<file path="src/rtl/gradient_pipe.sv">
// Two-stage 3x3 Sobel/Prewitt gradient engine over a WIN x WIN window, valid/ready handshake.
// Optional macro GRADIENT_MAG_EN adds the Gmag = |Gx| + |Gy| output.
module gradient_pipe #(
  parameter int PIX_W = 8,
  parameter int WIN   = 6,
  parameter int OUT_W = 16
) (
  input  logic                                 clk,
  input  logic                                 reset,
  input  logic                                 win_valid,
  output logic                                 win_ready,
  input  logic [PIX_W*WIN*WIN-1:0]             window,
  input  logic                                 kernel_sel,
  output logic                                 out_valid,
  input  logic                                 out_ready,
  output logic [OUT_W*(WIN-2)*(WIN-2)-1:0]     Gx,
  output logic [OUT_W*(WIN-2)*(WIN-2)-1:0]     Gy
`ifdef GRADIENT_MAG_EN
  ,
  output logic [OUT_W*(WIN-2)*(WIN-2)-1:0]     Gmag
`endif
);

  localparam int OUT_N = WIN - 2;
  localparam int NPOS  = OUT_N * OUT_N;
  localparam int DW    = PIX_W + 1;
  localparam int GW    = PIX_W + 3;

  if (WIN < 3) begin : g_bad_win
    $fatal(1, "gradient_pipe: WIN must be >= 3");
  end
  if (OUT_W < PIX_W + 3) begin : g_bad_out_w
    $fatal(1, "gradient_pipe: OUT_W must be >= PIX_W+3");
  end

  logic signed [DW-1:0] w_pix [WIN][WIN];
  logic signed [DW-1:0] w_dh  [WIN][OUT_N];
  logic signed [DW-1:0] w_dv  [OUT_N][WIN];
  logic signed [DW-1:0] r_dh  [WIN][OUT_N];
  logic signed [DW-1:0] r_dv  [OUT_N][WIN];
  logic signed [GW-1:0] w_gx  [NPOS];
  logic signed [GW-1:0] w_gy  [NPOS];
  logic signed [OUT_W-1:0] r_gx [NPOS];
  logic signed [OUT_W-1:0] r_gy [NPOS];
  logic r_ksel;
  logic r_s1_valid;
  logic r_out_valid;
  logic w_en;

  assign w_en      = !r_out_valid || out_ready;
  assign win_ready = w_en;
  assign out_valid = r_out_valid;

  genvar gi, gj;
  generate
    for (gi = 0; gi < WIN; gi++) begin : g_pix_r
      for (gj = 0; gj < WIN; gj++) begin : g_pix_c
        assign w_pix[gi][gj] = {1'b0, window[(gi*WIN+gj)*PIX_W +: PIX_W]};
      end
    end

    // Stage 1 differences: horizontal across each row, vertical down each column.
    for (gi = 0; gi < WIN; gi++) begin : g_d_a
      for (gj = 0; gj < OUT_N; gj++) begin : g_d_b
        assign w_dh[gi][gj] = w_pix[gi][gj] - w_pix[gi][gj+2];
        assign w_dv[gj][gi] = w_pix[gj][gi] - w_pix[gj+2][gi];
      end
    end

    for (gi = 0; gi < OUT_N; gi++) begin : g_s2_r
      for (gj = 0; gj < OUT_N; gj++) begin : g_s2_c
        logic signed [GW-1:0] w_x0, w_x1, w_x2, w_y0, w_y1, w_y2;
        assign w_x0 = GW'(r_dh[gi][gj]);
        assign w_x1 = r_ksel ? GW'(r_dh[gi+1][gj]) : (GW'(r_dh[gi+1][gj]) <<< 1);
        assign w_x2 = GW'(r_dh[gi+2][gj]);
        assign w_y0 = GW'(r_dv[gi][gj]);
        assign w_y1 = r_ksel ? GW'(r_dv[gi][gj+1]) : (GW'(r_dv[gi][gj+1]) <<< 1);
        assign w_y2 = GW'(r_dv[gi][gj+2]);
        assign w_gx[gi*OUT_N+gj] = w_x0 + w_x1 + w_x2;
        assign w_gy[gi*OUT_N+gj] = w_y0 + w_y1 + w_y2;
      end
    end

    for (gi = 0; gi < NPOS; gi++) begin : g_out
      assign Gx[gi*OUT_W +: OUT_W] = r_gx[gi];
      assign Gy[gi*OUT_W +: OUT_W] = r_gy[gi];
    end
  endgenerate

`ifdef GRADIENT_MAG_EN
  logic [OUT_W-1:0] w_mag [NPOS];
  logic [OUT_W-1:0] r_mag [NPOS];
  generate
    for (gi = 0; gi < NPOS; gi++) begin : g_mag
      logic signed [GW-1:0] w_ax, w_ay;
      assign w_ax = (w_gx[gi] < 0) ? -w_gx[gi] : w_gx[gi];
      assign w_ay = (w_gy[gi] < 0) ? -w_gy[gi] : w_gy[gi];
      assign w_mag[gi] = OUT_W'($unsigned(w_ax)) + OUT_W'($unsigned(w_ay));
      assign Gmag[gi*OUT_W +: OUT_W] = r_mag[gi];
    end
  endgenerate
`endif

  always_ff @(posedge clk or posedge reset) begin
    if (reset) begin
      r_s1_valid  <= 1'b0;
      r_out_valid <= 1'b0;
      r_ksel      <= 1'b0;
      for (int r = 0; r < WIN; r++) begin
        for (int c = 0; c < OUT_N; c++) begin
          r_dh[r][c] <= '0;
          r_dv[c][r] <= '0;
        end
      end
      for (int n = 0; n < NPOS; n++) begin
        r_gx[n] <= '0;
        r_gy[n] <= '0;
`ifdef GRADIENT_MAG_EN
        r_mag[n] <= '0;
`endif
      end
    end else if (w_en) begin
      r_s1_valid  <= win_valid;
      r_out_valid <= r_s1_valid;
      // Data stages only capture real transfers so idle bubbles never disturb held data.
      if (win_valid) begin
        r_ksel <= kernel_sel;
        for (int r = 0; r < WIN; r++) begin
          for (int c = 0; c < OUT_N; c++) begin
            r_dh[r][c] <= w_dh[r][c];
            r_dv[c][r] <= w_dv[c][r];
          end
        end
      end
      if (r_s1_valid) begin
        for (int n = 0; n < NPOS; n++) begin
          r_gx[n] <= OUT_W'(w_gx[n]);
          r_gy[n] <= OUT_W'(w_gy[n]);
`ifdef GRADIENT_MAG_EN
          r_mag[n] <= w_mag[n];
`endif
        end
      end
    end
  end

endmodule

</file>
<file path="config.mk">
export PLATFORM = sky130hd
export DESIGN_NAME = gradient_pipe
export DESIGN_NICKNAME = d
export VERILOG_FILES = /design/src/rtl/gradient_pipe.sv
export SDC_FILE = /design/constraint.sdc
export NUM_CORES = 2
export LEC_CHECK = 0
export CORE_MARGIN = 2
export CORE_UTILIZATION = 50
export CTS_CLUSTER_DIAMETER = 30
export CTS_CLUSTER_SIZE = 14
export DETAILED_ROUTE_END_ITERATION = 7
export HOLD_SLACK_MARGIN = 0.03
export PLACE_DENSITY_LB_ADDON = 0.12
export SETUP_SLACK_MARGIN = 0.2
export SYNTH_ARGS = -nofsm -noshare
export SYNTH_HDL_FRONTEND = slang
export SYNTH_SLANG_ARGS = --single-unit
</file>
<file path="constraint.sdc">
create_clock -name clk -period 41.4 [get_ports clk]
set_input_delay 4.14 -clock clk [delete_from_list [all_inputs] [get_ports clk]]
set_output_delay 4.14 -clock clk [all_outputs]
set_load 0.02 [all_outputs]
</file>
==> key figures <==
Synth
  • Avg Inst Size Synth: 9.32 um2
  • Post-synth ARST share: 1.00
  • Yosys reg bits: 787
  • Dominant cell type by area after synthesis: dfrtp_1
  • Cell variety after synth: 43
  • Netlist Area Pre-Place: 68,100 um2
  • Synth warn: 0
  • Syn Inst Count: 7,306
  • Sequential fraction of the synthesis area: 0.289
  • Syn Nets: 8,671
  • Post-synth EDFFs: 0
  • Ys flop type: dfrtp_1
  • Synth top area share: 0.289
  • Synth area leaders: dfrtp_1 (29%), ha_1 (12%), fa_1 (12%)

STA
  • Slew margin rel.: 0.298
  • Max Clock Freq: 100 MHz
  • Setup Skew: 0.0232 ns
  • Fin crit period: 9.97 ns
  • Final worst slack: 31.43 ns
  • Slew Viols, Final: 0
  • Setup violations, final: 0
  • Worst slew pin tran: 1.05 ns
  • Hold slack: 0.471 ns
  • Fin crit share: 0.241
  • RSZ-0062 raised after global routing: false
  • Setup TNS: 0 ns
  • Final number of hold-violating endpoints: 0

Drt
  • DRT antenna net count: 0
  • Wire per inst: 25.9 um
  • Starting DRT DRC Count: 5,468
  • Pre-Repair DR Iteration Count: 6
  • Routed WL: 258,000 um
  • Post-route DRC: 0
  • Routed via count: 59,857
  • Via-per-instance ratio: 6.00

Final layout
  • Final Net Count: 9,339
  • Final core utilization: 0.624
  • Number of fill cells in the layout: 11,538
  • Layout cells sized above 1: 0.0840
  • Finished layout cell area: 84,400 um2
  • Layout area overhead: 24.0%
  • Layout Cells excl Fill: 9,974

GRT
  • Largest net degree at the start of global routing: 200
  • First-pass GRT wire length: 375,000 um
  • Antenna violations before repair: 33
  • Total track usage: 0.365
  • Vias in the first global route: 58,260
  • Grt ovf: 0

Clocking
  • CTS Sinks: 787
  • Clock latency on the worst-skew pair: 0.83 ns
  • H-tree depth reported by CTS: 4
  • Root Buffer: clkbuf_16
  • Clk pin slew, worst setup/hold paths: 0.04 ns
  • Clock buffer depth: 3
  • Number of buffers created by CTS: 222
  • Post-CTS sizing: 0
  • Post-CTS Hold Buffers: 0
  • TritonCTS clock tree: built
  • Number of setup buffers added after CTS: 0

Placed design
  • Setup WS pre-CTS: 31.42 ns
  • GPL Wtd Cong: 1.02
  • Placed inst area: 76,200 um2
  • DP Wirelength: 207,000 um
  • Number of placed cells counting well taps: 9,531
  • Number of port buffers: 806

Hold path
  • Hold Crit Depth: 2
  • Hold Crit Class: reg -> reg

Worst setup path
  • Crit-path max FO: 16
  • Critical Path AT: 5.83 ns
  • CP Data Required Time: 37.26 ns
  • Nature of the critical path startpoint: primary input
  • Reg2reg path depth: 13
  • Reg-to-reg slack, setup: 35.37 ns
  • CP Class: in -> out
  • Element type at the critical path end: output pin

Power and ir drop
  • Design Power: 6.92 mW
  • Static Leakage: 37.9 nW
  • PD cells: 82.0 nW/um2
  • Worst vdd ir: 0.0555 mV

Floorplan
  • Die Ht: 373 um
  • Top-Level Pins: 807
  • Row cnt: 135
  • Chip Width: 373 um
  • Core area: 135,000 um2
  • Die Area: 139,000 um2
  • Initial Util: 0.503

Job
  • Max_cap viols: 0

Status
  • Status: finished, final reports clean
[cells in the final DEF, fill, tap and decap left out, types with 154 or more instances in the layout]
master	Yosys	routed
a211oi_1	161	161
a21oi_1	229	229
clkbuf_16	0	222
clkdlybuf4s50_1	0	805
dfrtp_1	787	786
fa_1	400	400
ha_1	672	672
inv_1	529	528
mux2_2	260	260
nand2_1	856	856
nor2_1	350	350
nor3b_1	154	154
o21a_1	248	248
o21ai_0	745	745
o31ai_1	285	285
[cell usage after synthesis, types with 62 or more instances]
master,n
a21oi_1,229
o21ai_0,745
buf_2,143
ha_1,672
o31ai_1,285
nor3_1,140
nor2_1,350
inv_1,529
nand2_1,856
mux2_2,260
fa_1,400
dfrtp_1,787
nor2b_1,77
clkbuf_1,62
o21a_1,248
or4_1,77
nor3b_1,154
a221oi_1,77
a21o_1,64
buf_4,164
nand3_1,109
a211oi_1,161
nand2b_1,119
xor2_1,150
nor4_1,77
[registers in the layout (all words and copies together) (netlist names)]
register	cells
Gx	176
Gy	176
g_s2_r.g_s2_c.w_x0	72
g_s2_r.g_s2_c.w_x2	144
g_s2_r.g_s2_c.w_y0	72
g_s2_r.g_s2_c.w_y2	144
out_valid	1
r_ksel	1
r_s1_valid	1
[kinds of logic after synthesis]
family                     synth area share
AOI/OAI and AO/OA                     0.190
xor gates and xnor gates             0.0238
adders and majority gates             0.241
buffers and inverters                0.0652
DFF                                   0.289
muxes                                0.0430
and+or+nand+nor                       0.148
[worst max-delay path: stages]
cell and delay (ns):
clkdlybuf4s50_1 0.45, nand2b_4 0.49, clkdlybuf4s50_1 0.73
[worst paths after layout]
check                          start   endpoint
min in group asynchronous      reset    Gx[246]
max in group asynchronous      reset     Gy[24]
hold / removal               Gy[114]    Gy[114]
hold reg to reg              Gy[114]    Gy[114]
setup reg to reg              r_ksel     Gx[41]
setup / recovery           out_ready  win_ready
[final cells by class]
| type | instances | area [um2] | area share |
|---|---|---|---|
| multi-input cells | 5596 | 44000 | 0.521 |
| diodes | 26 | 65.1 | 0.000771 |
| clock buffers | 290 | 6200 | 0.0734 |
| flip-flops and latches | 787 | 19700 | 0.233 |
| repair buffers | 838 | 8350 | 0.0989 |
| well taps | 1781 | 2230 | 0.0264 |
| clock inverters | 127 | 1910 | 0.0227 |
| inverters | 529 | 1990 | 0.0236 |
[metal layers]
metal	GRT usage	part of all wire	vias to the layer above	wire length, um
met5	0	0.00038	-	98
met4	0.263	0.079	16	20500
met3	0.0812	0.082	668	21100
met2	0.582	0.46	2562	119000
met1	0.435	0.38	29177	97900
li1	-	-	27434	-
[report_power, final]
| part | switching, mW | leakage (nW) | total [mW] | internal, mW |
|---|---|---|---|---|
| clock network | 0.553 | 3.95 | 1.84 | 1.29 |
| registers | 0.409 | 9.58 | 1.45 | 1.04 |
| logic | 2.03 | 24.4 | 3.63 | 1.60 |
Note: power is estimated with default switching activity, not from simulation.
